==> src/rtl/int2flt_if.sv <==
// Start/done handshake bundle for the int2flt_seq converter.
// The controller side uses the master modport; the converter uses slave.
interface int2flt_if #(
    parameter int INT_W = 16,
    parameter int EXP_W = 5,
    parameter int MAN_W = 10
);
    logic                   start;
    logic [INT_W-1:0]       int_in;
    logic [EXP_W+MAN_W:0]   flt_out;
    logic                   busy;
    logic                   done;
    logic                   ovf;

    modport master (output start, int_in, input flt_out, busy, done, ovf);
    modport slave  (input start, int_in, output flt_out, busy, done, ovf);
endinterface

==> src/rtl/int2flt_seq.sv <==
// Multi-cycle integer-to-float converter with a one-bit-per-cycle normaliser.
// Define INT2FLT_RNE_EN for round-to-nearest-even; otherwise the fraction is truncated.
module int2flt_seq #(
    parameter int INT_W  = 16,
    parameter int EXP_W  = 5,
    parameter int MAN_W  = 10,
    parameter int BIAS   = 15,
    parameter int SIGNED = 1
) (
    input  logic      clk,
    input  logic      rst,
    int2flt_if.slave  bus
);
    localparam int FLT_W = 1 + EXP_W + MAN_W;
    localparam int E_A   = EXP_W + 2;
    localparam int E_B   = $clog2(BIAS + INT_W + 1) + 1;
    localparam int E_W   = (E_A > E_B) ? E_A : E_B;
    localparam logic [E_W-1:0] EXP_INIT = E_W'(BIAS + INT_W - 1);
    localparam logic [E_W-1:0] EXP_MAX  = E_W'((2 ** EXP_W) - 1);

    typedef enum logic [1:0] {IDLE, NORM, PACK, DONE} state_t;

    state_t             st_r;
    logic               sign_r;
    logic [INT_W-1:0]   mag_r;
    logic [E_W-1:0]     exp_r;
    logic [FLT_W-1:0]   flt_r;
    logic               ovf_r;
    logic               busy_r;
    logic               done_r;

    logic               in_sign_s;
    logic [INT_W-1:0]   in_mag_s;
    logic [MAN_W-1:0]   frac_s;
    logic               rnd_up_s;
    logic [MAN_W:0]     frac_sum_s;
    logic [MAN_W-1:0]   frac_fin_s;
    logic [E_W-1:0]     exp_fin_s;
    logic [FLT_W-1:0]   pack_flt_s;
    logic               pack_ovf_s;
`ifdef INT2FLT_RNE_EN
    logic [INT_W:0]     rem_s;
`endif

    // Operand sign/magnitude; the most-negative value wraps to 2^(INT_W-1) as intended.
    always_comb begin
        in_sign_s = 1'b0;
        in_mag_s  = bus.int_in;
        if (SIGNED != 0) begin
            in_sign_s = bus.int_in[INT_W-1];
        end else begin
            in_sign_s = 1'b0;
        end
        if (in_sign_s) begin
            in_mag_s = -bus.int_in;
        end else begin
            in_mag_s = bus.int_in;
        end
    end

    // Fraction extraction, optional rounding and final packing of the normalised magnitude.
    always_comb begin
        // The padded shift gives zero-fill on the right when INT_W-1 < MAN_W.
        frac_s   = MAN_W'({mag_r[INT_W-2:0], {(MAN_W+2){1'b0}}} >> (INT_W + 1));
        rnd_up_s = 1'b0;
`ifdef INT2FLT_RNE_EN
        rem_s    = (INT_W+1)'({mag_r[INT_W-2:0], {(MAN_W+2){1'b0}}});
        rnd_up_s = rem_s[INT_W] & ((|rem_s[INT_W-1:0]) | frac_s[0]);
`endif
        frac_sum_s = {1'b0, frac_s} + {{MAN_W{1'b0}}, rnd_up_s};
        if (frac_sum_s[MAN_W]) begin
            frac_fin_s = {MAN_W{1'b0}};
            exp_fin_s  = exp_r + E_W'(1);
        end else begin
            frac_fin_s = frac_sum_s[MAN_W-1:0];
            exp_fin_s  = exp_r;
        end
        if (mag_r == {INT_W{1'b0}}) begin
            pack_flt_s = {FLT_W{1'b0}};
            pack_ovf_s = 1'b0;
        end else if (exp_fin_s >= EXP_MAX) begin
            pack_flt_s = {sign_r, {EXP_W{1'b1}}, {MAN_W{1'b0}}};
            pack_ovf_s = 1'b1;
        end else begin
            pack_flt_s = {sign_r, exp_fin_s[EXP_W-1:0], frac_fin_s};
            pack_ovf_s = 1'b0;
        end
    end

    // Control FSM with registered result and status outputs.
    always_ff @(posedge clk or negedge rst) begin
        if (!rst) begin
            st_r   <= IDLE;
            sign_r <= 1'b0;
            mag_r  <= {INT_W{1'b0}};
            exp_r  <= {E_W{1'b0}};
            flt_r  <= {FLT_W{1'b0}};
            ovf_r  <= 1'b0;
            busy_r <= 1'b0;
            done_r <= 1'b0;
        end else begin
            case (st_r)
                IDLE: begin
                    done_r <= 1'b0;
                    if (bus.start) begin
                        sign_r <= in_sign_s;
                        mag_r  <= in_mag_s;
                        exp_r  <= EXP_INIT;
                        busy_r <= 1'b1;
                        st_r   <= (in_mag_s == {INT_W{1'b0}}) ? PACK : NORM;
                    end else begin
                        busy_r <= 1'b0;
                    end
                end
                NORM: begin
                    if (mag_r[INT_W-1]) begin
                        st_r <= PACK;
                    end else begin
                        mag_r <= {mag_r[INT_W-2:0], 1'b0};
                        exp_r <= exp_r - E_W'(1);
                    end
                end
                PACK: begin
                    flt_r  <= pack_flt_s;
                    ovf_r  <= pack_ovf_s;
                    done_r <= 1'b1;
                    st_r   <= DONE;
                end
                DONE: begin
                    done_r <= 1'b0;
                    busy_r <= 1'b0;
                    st_r   <= IDLE;
                end
                default: begin
                    done_r <= 1'b0;
                    busy_r <= 1'b0;
                    st_r   <= IDLE;
                end
            endcase
        end
    end

    assign bus.flt_out = flt_r;
    assign bus.ovf     = ovf_r;
    assign bus.busy    = busy_r;
    assign bus.done    = done_r;
endmodule

==> src/flat_wrapper.sv <==
// flat-port wrapper written by rule: the top's interface ports become plain ports
module int2flt_seq_flat 
#(
    parameter int INT_W  = 16,
    parameter int EXP_W  = 5,
    parameter int MAN_W  = 10,
    parameter int BIAS   = 15,
    parameter int SIGNED = 1
)
  (clk, rst, bus_start, bus_int_in, bus_flt_out, bus_busy, bus_done, bus_ovf);
  int2flt_if #(.INT_W(INT_W), .EXP_W(EXP_W), .MAN_W(MAN_W)) bus_i ();
  input  logic clk;
  input  logic rst;
  input wire logic [$bits(bus_i.start)-1:0] bus_start;
  input wire logic [$bits(bus_i.int_in)-1:0] bus_int_in;
  output wire logic [$bits(bus_i.flt_out)-1:0] bus_flt_out;
  output wire logic [$bits(bus_i.busy)-1:0] bus_busy;
  output wire logic [$bits(bus_i.done)-1:0] bus_done;
  output wire logic [$bits(bus_i.ovf)-1:0] bus_ovf;
  assign bus_i.start = bus_start;
  assign bus_i.int_in = bus_int_in;
  assign bus_flt_out = bus_i.flt_out;
  assign bus_busy = bus_i.busy;
  assign bus_done = bus_i.done;
  assign bus_ovf = bus_i.ovf;
  int2flt_seq #(.INT_W(INT_W), .EXP_W(EXP_W), .MAN_W(MAN_W), .BIAS(BIAS), .SIGNED(SIGNED)) u_core (.clk(clk), .rst(rst), .bus(bus_i));
endmodule
==> config.mk <==
export PLATFORM = sky130hd
export DESIGN_NAME = int2flt_seq_flat
export DESIGN_NICKNAME = d
export VERILOG_FILES = /design/src/rtl/int2flt_if.sv /design/src/rtl/int2flt_seq.sv /design/src/flat_wrapper.sv
export SDC_FILE = /design/constraint.sdc
export NUM_CORES = 1
export LEC_CHECK = 0
export ABC_AREA = 1
export ABC_CLOCK_PERIOD_IN_PS = 3750
export BUFFER_PORTS_ARGS = -buffer_cell sky130_fd_sc_hd__buf_4
export CORE_AREA = 2 2 89 91
export CTS_CLUSTER_DIAMETER = 30
export DETAILED_ROUTE_END_ITERATION = 10
export DIE_AREA = 0 0 91 93
export PLACE_DENSITY_LB_ADDON = 0.12
export SLEW_MARGIN = 20
export SYNTH_ARGS = -nofsm -noshare
export SYNTH_HDL_FRONTEND = slang
export SYNTH_SLANG_ARGS = --single-unit
==> constraint.sdc <==
create_clock -name clk -period 3.75 [get_ports clk]
set_input_delay 0.1875 -clock clk [delete_from_list [all_inputs] [get_ports clk]]
set_output_delay 0.1875 -clock clk [all_outputs]
set_load 0.01 [all_outputs]
==> summary.md <==
| Metric | Value |
|---|---|
| Worst Path Buf+Inv | 3 |
| Worst-Skew Late Latency | 0.30 ns |
| Synth Warn # | 0 |
| Crit start category | flop |
| Slowest stage delay, CP | 0.55 ns |
| Via density | 4.74 |
| DIE AREA | between 8000 and 9000 um2 |
| Post-CTS Setup Repair Bufs | 0 |
| VDD IR max | 0.196 mV |
| Fmax | between 400 and 500 MHz |
| Reg clk slew, reported paths | 0.09 ns |
| Pin count of the biggest net entering global routing | 46 |
| Synth top area share | 43.6% |
| Area Growth Syn to Fin | 18.4% |
| Clock Skew | 0.00599 ns |
| Placer congestion estimate | 0.806 |
| Slew Limit Headroom | 55.2% |
| Synth area leaders | dfrtp_1, nand2_1, inv_1 |
| WL per Instance | 12.6 um |
| Pwr dens | about 740 nW/um2 |
| CP max-delay cell | nor2_1 |
| Number of global-route vias before repair | 2214 |
| Fin crit period | 2.31 ns |
| Finished Layout Cells | 486 |
| Critical Path End | u_core.exp_r[1] |
| Most frequently used cell type in the post-synthesis netlist | nand2_1 |
| Crit path arrival time | about 2.5 ns |
| Max Slew Vio Count | 0 |
| Req. time, crit path | 3.92 ns |
| Sink Count | 45 |
| Post-Syn Nets | 373 |
| Sequential fraction of the synthesis area | 43.6% |
| Final setup vio count | 0 |
| Detailed router's first-iteration violation count | 140 |
| Antenna viol nets, final | 0 |
| Dpl hpwl | 4.80 mm |
| Hold_ws | about 0.18 ns |
| Mapped Avg Cell Area | 7.47 um2 |
| Critical path fanouts, max | 12 |
| Global-route wire length before repair | 10.6 mm |
| # DRC | 0 |
| RSZ-0062 raised after global routing | no |
| Crit. End Element | flop |
| R2r setup slk | roughly 1.4 ns |
| Ys flop type | dfrtp_1 |
| Cts bufs inserted | 5 |
| Detailed-route via count | roughly 2300 |
| Mapped Area | 2580 um2 |
| Starting density of the core | 34.3% |
| Layout cell share with drive strength beyond 1 | 14.6% |
| Static Leak | 0.00157 uW |
| Top post-synthesis cells by count | nand2_1, inv_1, dfrtp_1 |
| Tcrit/Tclk final | 61.6% |
| Hold WC Path Type | input port to flop |
| Asr flop ratio synth | 100% |
| Crit Reg-Reg Startpoint | u_core.st_r[1] |
| CP cell instances | inv_1, ha_1, inv_2, nor2_1, inv_1, nor2_1, a22oi_1 |
| Flop and latch count out of synthesis | 45 |
| Worst Max-Slew Pin Slew | 0.669 ns |
| DIE WIDTH | about 91 um |
| CTS tree | yes |
| M1 wire length | about 3.1 mm |
| Cts hold-fix bufs | 1 |
| H-tree Lvls | 2 |
| Critical path origin | u_core.st_r[1] |
| Kind of critical path | flop to flop |
| Tot GR Track Use | 15.5% |
| I/O pin total | 38 |
| R2r worst-path depth | 7 |
| Top Layer Used | met4 |
| First-pass iteration count of the detailed router | 4 |
| MaxCap Viol Count | 0 |
| GR Overflow Total | 0 |
| FP Rows | 32 |
| Cts repair resizes | 0 |
| Bufs on Longest Clock Path | 2 |
| DR WL met2 | between 2 and 3 mm |
| Logic depth of the worst path, buffers included | 7 |
| Cell type with the largest total area after synthesis | dfrtp_1 |
| Port Buffer Count | 37 |
| WL final | just over 6 mm |
| Synth Instances | 346 |
| Setup TNS | 0 ns |
| Status | finished clean |
| Final Hold Viols | 0 |
| Initial antenna violation count | 0 |
| Met3 WL | roughly 170 um |
| Placed insts | 477 |
| CP top delay family | simple AND/OR/NAND/NOR gates |
| Library cells used by synthesis | 30 |
| CTS Root Cell | clkbuf_8 |
| Reg-to-reg endpoint | u_core.exp_r[1] |
| Post-layout nets | 410 |
| Core area | 7530 um2 |
| Die Height | 93 um |
| Ant diodes | 0 |
| Post-synth EDFFs | 0 |
[logic make-up after synthesis]
| logic type | Yosys count | share of synthesized area, % |
|---|---|---|
| AOI/OAI and AO/OA | 75 | 16.9 |
| xor gates and xnor gates | 2 | 0.678 |
| adders and majority gates | 8 | 3.87 |
| buffers and inverters | 59 | 8.81 |
| DFF | 45 | 43.6 |
| and+or+nand+nor | 157 | 26.2 |
[flip-flops by register name, indices dropped and copies added, names as in the netlist]
name	flops
u_core.bus.done	1
u_core.sign_r	1
u_core.bus.busy	1
u_core.st_r	2
u_core.exp_r	7
u_core.mag_r	16
u_core.bus.ovf	1
u_core.bus.flt_out	16
[metal layers]
| layer | up-vias | global-route usage [%] |
|---|---|---|
| li1 | 1201 | - |
| met1 | 1060 | 22.2 |
| met2 | 37 | 24.7 |
| met3 | 7 | 2.18 |
| met4 | 0 | 4.55 |
| met5 | - | 0 |
[metrics by stage]
stage / power [uW] / setup WS, ns / utilization (%) / area [um2]
after floorplan: 1600 / 2.04 / - / 2580
after CTS: 2290 / 1.43 / 40.6 / 3060
after global routing: 2500 / 1.14 / 40.6 / 3060
after global placement: 1960 / 1.54 / 39.2 / 2950
final: 2260 / 1.44 / 40.6 / 3060
after detailed placement: 1970 / 1.46 / 39.2 / 2950
[worst min-delay path: stages]
cell,delay (ns)
buf_4,0.12
nand2_1,0.05
o21ai_0,0.07
[worst min-delay path by stage]
stage / cells past startpoint / slack [ns] / endpoint / startpoint
after floorplan: 0 / -0.11 / u_core.bus.busy / rst
after global placement: 1 / 0.24 / u_core.mag_r[15] / rst
final: 3 / 0.18 / u_core.bus.busy / bus_start
after CTS: 3 / 0.17 / u_core.bus.busy / bus_start
after detailed placement: 1 / 0.24 / u_core.mag_r[14] / rst
after global routing: 3 / 0.18 / u_core.bus.busy / bus_start
[power breakdown]
| group | internal [uW] | total (uW) | switching, uW | leakage [uW] |
|---|---|---|---|---|
| sequential | 707 | 845 | 138 | 0.000536 |
| clock | 149 | 312 | 163 | 0.0000512 |
| combinational | 429 | 1100 | 673 | 0.000980 |
[area by class of cell]
class	count	area, um2
clock buffers	6	82.6
repair buffers	38	288
multi-input cells	242	1230
well taps	102	128
clock inverters	2	13.8
flip-flops and latches	45	1130
fillers	829	4470
inverters	51	191
[cells in the final DEF (no fill, tap or decap), types with 2 or more instances in the layout]
cell type,synthesis,routed
ha_1,8,8
nor2_1,30,30
nand4_1,5,5
buf_4,1,37
a21oi_1,24,24
clkbuf_8,0,6
o21ai_0,30,30
dfrtp_1,45,45
nand3_1,24,24
inv_2,3,3
nand2_1,90,90
xor2_1,2,2
o21ai_2,3,3
nor3_1,2,2
inv_1,48,48
a2bb2oi_1,3,3
a22oi_1,9,9
No activity file was read; power rests on OpenSTA's default activity.
